[src/rtl/divisor_clock.sv]
// divisor_clock: derives eight 50%-duty clocks (1 Hz .. 12.5 MHz) plus one-cycle rise strobes from one clock.
// Latency: clock_f first reads 1 after HALF_f enabled edges following reset or sync_clear; tick_f rises in that same cycle.
// Backpressure: none; enable=0 freezes counters and clocks and forces ticks low, sync_clear realigns everything.
//
// Ports:
//   clock        system clock, rising edge
//   reset        asynchronous active-low reset
//   enable       1 = dividers advance, 0 = hold
//   sync_clear   synchronous realignment (wins over enable)
//   clock_*      registered divided clocks
//   tick_*       registered one-cycle strobes on each clock_* 0->1
module divisor_clock #(
  parameter int unsigned CLK_FREQ_HZ = 50000000
) (
  input  logic clock,
  input  logic reset,
  input  logic enable,
  input  logic sync_clear,
  output logic clock_1hz,
  output logic clock_10hz,
  output logic clock_100hz,
  output logic clock_1khz,
  output logic clock_10khz,
  output logic clock_100khz,
  output logic clock_1mhz,
  output logic clock_12mhz,
  output logic tick_1hz,
  output logic tick_10hz,
  output logic tick_100hz,
  output logic tick_1khz,
  output logic tick_10khz,
  output logic tick_100khz,
  output logic tick_1mhz,
  output logic tick_12mhz
);

  localparam int NUM_RATES = 8;

  // Half-period in clock cycles for rate index 0 (1 Hz) .. 7 (fixed quarter-rate).
  function automatic int unsigned half_of(input int idx);
    case (idx)
      0:       half_of = CLK_FREQ_HZ / 2;
      1:       half_of = CLK_FREQ_HZ / 20;
      2:       half_of = CLK_FREQ_HZ / 200;
      3:       half_of = CLK_FREQ_HZ / 2000;
      4:       half_of = CLK_FREQ_HZ / 20000;
      5:       half_of = CLK_FREQ_HZ / 200000;
      6:       half_of = CLK_FREQ_HZ / 2000000;
      default: half_of = 2;
    endcase
  endfunction

  logic [NUM_RATES-1:0] clk_vec;
  logic [NUM_RATES-1:0] tick_vec;

  for (genvar gi = 0; gi < NUM_RATES; gi++) begin : g_rate
    localparam int unsigned HALF = half_of(gi);

    if (HALF == 0) begin : g_off
      // Rate not reachable from this input clock.
      assign clk_vec[gi]  = 1'b0;
      assign tick_vec[gi] = 1'b0;
    end else begin : g_div
      localparam int W = (HALF > 1) ? $clog2(HALF) : 1;
      localparam logic [W-1:0] LAST = W'(HALF - 1);

      logic [W-1:0] cnt_q, cnt_d;
      logic         clk_q, clk_d;
      logic         tick_q, tick_d;

      always_comb begin
        cnt_d  = cnt_q;
        clk_d  = clk_q;
        tick_d = 1'b0;
        if (sync_clear) begin
          cnt_d = '0;
          clk_d = 1'b0;
        end else if (enable) begin
          if (cnt_q == LAST) begin
            cnt_d  = '0;
            clk_d  = ~clk_q;
            // Strobe only on the low->high toggle, registered alongside clk_q.
            tick_d = ~clk_q;
          end else begin
            cnt_d = cnt_q + W'(1);
          end
        end
      end

      always_ff @(posedge clock or negedge reset) begin
        if (!reset) begin
          cnt_q  <= '0;
          clk_q  <= 1'b0;
          tick_q <= 1'b0;
        end else begin
          cnt_q  <= cnt_d;
          clk_q  <= clk_d;
          tick_q <= tick_d;
        end
      end

      assign clk_vec[gi]  = clk_q;
      assign tick_vec[gi] = tick_q;
    end
  end

  // Plain wiring from the flops; no logic between register and pin.
  assign clock_1hz    = clk_vec[0];
  assign clock_10hz   = clk_vec[1];
  assign clock_100hz  = clk_vec[2];
  assign clock_1khz   = clk_vec[3];
  assign clock_10khz  = clk_vec[4];
  assign clock_100khz = clk_vec[5];
  assign clock_1mhz   = clk_vec[6];
  assign clock_12mhz  = clk_vec[7];

  assign tick_1hz     = tick_vec[0];
  assign tick_10hz    = tick_vec[1];
  assign tick_100hz   = tick_vec[2];
  assign tick_1khz    = tick_vec[3];
  assign tick_10khz   = tick_vec[4];
  assign tick_100khz  = tick_vec[5];
  assign tick_1mhz    = tick_vec[6];
  assign tick_12mhz   = tick_vec[7];

endmodule
[config.mk]
export PLATFORM = sky130hd
export DESIGN_NAME = divisor_clock
export DESIGN_NICKNAME = d
export VERILOG_FILES = /design/src/rtl/divisor_clock.sv
export SDC_FILE = /design/constraint.sdc
export NUM_CORES = 1
export LEC_CHECK = 0
export CORE_MARGIN = 5
export CORE_UTILIZATION = 45
export CTS_CLUSTER_SIZE = 30
export DETAILED_ROUTE_END_ITERATION = 7
export GPL_ROUTABILITY_DRIVEN = 0
export REMOVE_ABC_BUFFERS = 1
export SETUP_SLACK_MARGIN = 0.1
export SLEW_MARGIN = 20
export SYNTH_ARGS = -nofsm -noshare
export SYNTH_HDL_FRONTEND = slang
export SYNTH_SLANG_ARGS = --single-unit
[constraint.sdc]
create_clock -name clock -period 3.7 [get_ports clock]
set_input_delay 0.37 -clock clock [delete_from_list [all_inputs] [get_ports clock]]
set_output_delay 0.37 -clock clock [all_outputs]
set_load 0.05 [all_outputs]
==> flow_metrics.py <==
metrics = {
    "route": {
        "drc": 0,
        "vias_per_cell": 5.74,
        "num_vias": 5074,
        "drt_iter0_markers": 448,
        "first_pass_iters": 5,
        "routedWlPerCell_um": 16.6,
        "wl_um": 14600,
        "ant_nets": 0,
    },
    "setup_path": {
        "critPathRequiredTime_ns": 3.99,
        "r2r_slack_ns": 1.24,
        "critPathArrivalTime_ns": 2.75,
        "critical_path_class": "reg -> reg",
        "crit_buf_inv": 0,
        "critPathMaxFanout": 13,
        "worst_path_largest_cell_delay_ns": 0.50,
        "path_delay_family": "simple AND/OR/NAND/NOR gates",
        "slowest_stage": "nor4_2",
        "critPathLaunchType": "register",
        "crit_top_cell": "nor2_1",
        "critPathCaptureType": "register",
        "cp_cell_sequence": "ha_1, nand4_1, nor4_2, a21oi_1, nor2_1, nor2_1",
    },
    "global_routing": {
        "overflow": 0,
        "grt_pass1_wl_um": 25000,
        "grt_max_degree": 76,
        "grt_antenna_before_repair": 0,
        "grt_pass1_vias": 5084,
        "track_usage": 0.190,
    },
    "layout": {
        "stdcell_area_mm2": 0.00729,
        "fin_cells": 884,
        "fin_nets": 705,
        "n_fill_cell": 1305,
        "area_growth_syn_to_layout_pct": 15.9,
        "final_util": 0.529,
        "final_cell_mix": "122 x dfrtp_1, 96 x nor2_1, 71 x nand2_1",
        "antenna_cells": 0,
        "regArea_mm2": 0.00305,
        "final_common_cell": "dfrtp_1",
        "final_layout_size_suffix_gt1_frac": 0.0980,
        "multi_input_area_mm2": 0.00307,
    },
    "hold_path": {
        "hp-class": "in -> async",
    },
    "placement": {
        "hpwl_um": 9720,
        "placed_cells": 853,
        "pre_cts_slack_ns": 0.878,
        "port_buffers": 19,
        "post_dp_cell_area_mm2": 0.00666,
    },
    "cts": {
        "postCtsSetupRepairBufs": 0,
        "cts_sinks": 122,
        "clk_pin_slew_ns": 0.06,
        "insertion_delay_ns": 0.42,
        "clockRootBuffer": "clkbuf_16",
        "clockBufferDepth": 2,
        "numCtsBuffers": 17,
        "htreeDepth": 4,
        "cts_hold_buf": 0,
        "cts_tree": "done",
        "cts_resized": 0,
    },
    "pwr": {
        "powerDensity_mw_per_mm2": 451,
        "p_int_mw": 2.58,
        "swShare": 0.215,
        "pwr-share-clk": 0.540,
        "comb_power_share": 0.043,
        "ir_drop_mv": 0.366,
        "p_leak_nw": 3.00,
        "p_seq_frac": 0.417,
        "p_sw_mw": 0.708,
    },
    "die": {
        "coreArea_mm2": 0.0138,
        "die_w_um": 128,
        "design.portCount": 20,
        "chipHeight_um": 128,
        "dieArea_mm2": 0.0165,
        "rows": 43,
        "start_util": 0.457,
    },
    "logic_synthesis": {
        "synth_area_per_cell_um2": 9.45,
        "synth_ff_type": "dfrtp_1",
        "synth-edff-count": 0,
        "syn_area_mm2": 0.00629,
        "yosysSeqAreaShare": 0.485,
        "synth_seq_cells": 122,
        "syn_inst": 666,
        "synth.distinct_cells": 60,
        "async_reset_ff_frac": 1.00,
        "ys_warn_count": 0,
    },
    "sta": {
        "slew_viol_final": 0,
        "worst_pin_slew_ns": 1.06,
        "setup_violations": 0,
        "fin_crit_sh": 0.665,
        "fin_setup_tns_ns": 0,
        "relSlewSlack": 0.295,
        "fmax_mhz": 406,
        "period_minus_slack_ns": 2.46,
        "fin_ws_ns": 1.24,
        "fin_worst_skew_ns": 0.0108,
        "rsz0062_at_grt": "false",
        "hold_violations": 0,
    },
    "status": {
        "status": "completed",
    },
    "run": {
        "drv_cap": 0,
    },
}
[state kept, by name, indices dropped and copies added, names as in the netlist]
signal              count
clock_100hz             1
clock_100khz            1
clock_10hz              1
clock_10khz             1
clock_12mhz             1
clock_1hz               1
clock_1khz              1
clock_1mhz              1
g_rate.g_div.cnt_q    106
tick_100hz              1
tick_100khz             1
tick_10hz               1
tick_10khz              1
tick_12mhz              1
tick_1hz                1
tick_1khz               1
tick_1mhz               1
[per-layer routing]
metal	track usage	part of all wire	wire (um)
met5	0	0	0
met4	0.0699	0.0096	141
met3	0.0496	0.038	555
met2	0.303	0.49	7130
met1	0.250	0.47	6820
[area by class of cell]
class / count / share of cell area
multi-input cells: 508 / 0.421
flip-flops and latches: 122 / 0.419
clock buffers: 23 / 0.0669
repair buffers: 31 / 0.0374
well taps: 180 / 0.0309
clock inverters: 8 / 0.0192
inverters: 12 / 0.00618
[cell usage after synthesis (5+ instances only)]
| cell type | count | area share |
|---|---|---|
| clkbuf_1 | 17 | 0.010 |
| inv_1 | 10 | 0.0060 |
| nand2_1 | 71 | 0.042 |
| nor3_1 | 23 | 0.018 |
| nor2_1 | 96 | 0.057 |
| o21ai_0 | 22 | 0.017 |
| xor2_1 | 40 | 0.056 |
| mux2i_1 | 6 | 0.0095 |
| or3_1 | 9 | 0.0089 |
| a21oi_1 | 25 | 0.020 |
| a31o_2 | 6 | 0.0083 |
| dfrtp_1 | 122 | 0.49 |
| xnor2_1 | 21 | 0.029 |
| nor4b_1 | 6 | 0.0083 |
| ha_1 | 9 | 0.018 |
| nand4_1 | 26 | 0.026 |
| a32o_1 | 6 | 0.0095 |
| or4_1 | 5 | 0.0060 |
| and3_1 | 12 | 0.012 |
| a31oi_1 | 13 | 0.013 |
| and2_1 | 5 | 0.0050 |
| and4_1 | 7 | 0.0097 |
| nand3_1 | 37 | 0.029 |
| nor4_1 | 9 | 0.0089 |
[power by group through the flow]
stage / clock (mW) / sequential, mW / combinational, mW
floorplan: 0 / 1.39 / 0.0591
global placement: 0 / 1.39 / 0.143
detailed placement: 0 / 1.39 / 0.145
CTS: 1.81 / 1.37 / 0.146
global route: 1.87 / 1.37 / 0.162
finish: 1.77 / 1.37 / 0.143
[path summary, 6_finish.rpt]
path	endpoint	depth (start not counted)	start
worst min-delay path	g_rate[1].g_div.cnt_q[10]$_DFFE_PN0P_	1	reset
worst max register to register	g_rate[1].g_div.cnt_q[20]$_DFFE_PN0P_	6	g_rate[1].g_div.cnt_q[0]$_DFFE_PN0P_
max in group asynchronous	g_rate[1].g_div.cnt_q[6]$_DFFE_PN0P_	2	reset
worst max-delay path	g_rate[1].g_div.cnt_q[20]$_DFFE_PN0P_	6	g_rate[1].g_div.cnt_q[0]$_DFFE_PN0P_
worst min register to register	tick_12mhz$_DFF_PN0_	1	clock_12mhz$_DFFE_PN0P_
min in group clock	g_rate[6].g_div.cnt_q[4]$_DFFE_PN0P_	2	sync_clear
[per-stage QoR]
step                      total power, mW  hold WS (ns)
after detailed placement             1.54         0.480
after floorplan                      1.45        0.0744
after global placement               1.53         0.466
after CTS                            3.32         0.155
after global routing                 3.41         0.191
final                                3.29         0.115
[kinds of logic (layout without fill, tap and decap cells)]
logic type	after synthesis	in the layout	synth area share
DFF	122	122	0.485
and+or+nand+nor	337	337	0.277
muxes	8	8	0.0131
AOI/OAI and AO/OA	93	93	0.0938
buffers and inverters	36	74	0.0282
adders and majority gates	9	9	0.0179
xor gates and xnor gates	61	61	0.0849
[worst reg2reg max path, cell delays in order (launching register included)]
cell     delay [ns]
dfrtp_1        0.42
ha_1           0.22
nand4_1        0.29
nor4_2         0.51
a21oi_1        0.41
nor2_1         0.40
nor2_1         0.09
Power figures use the tool's default switching activity.
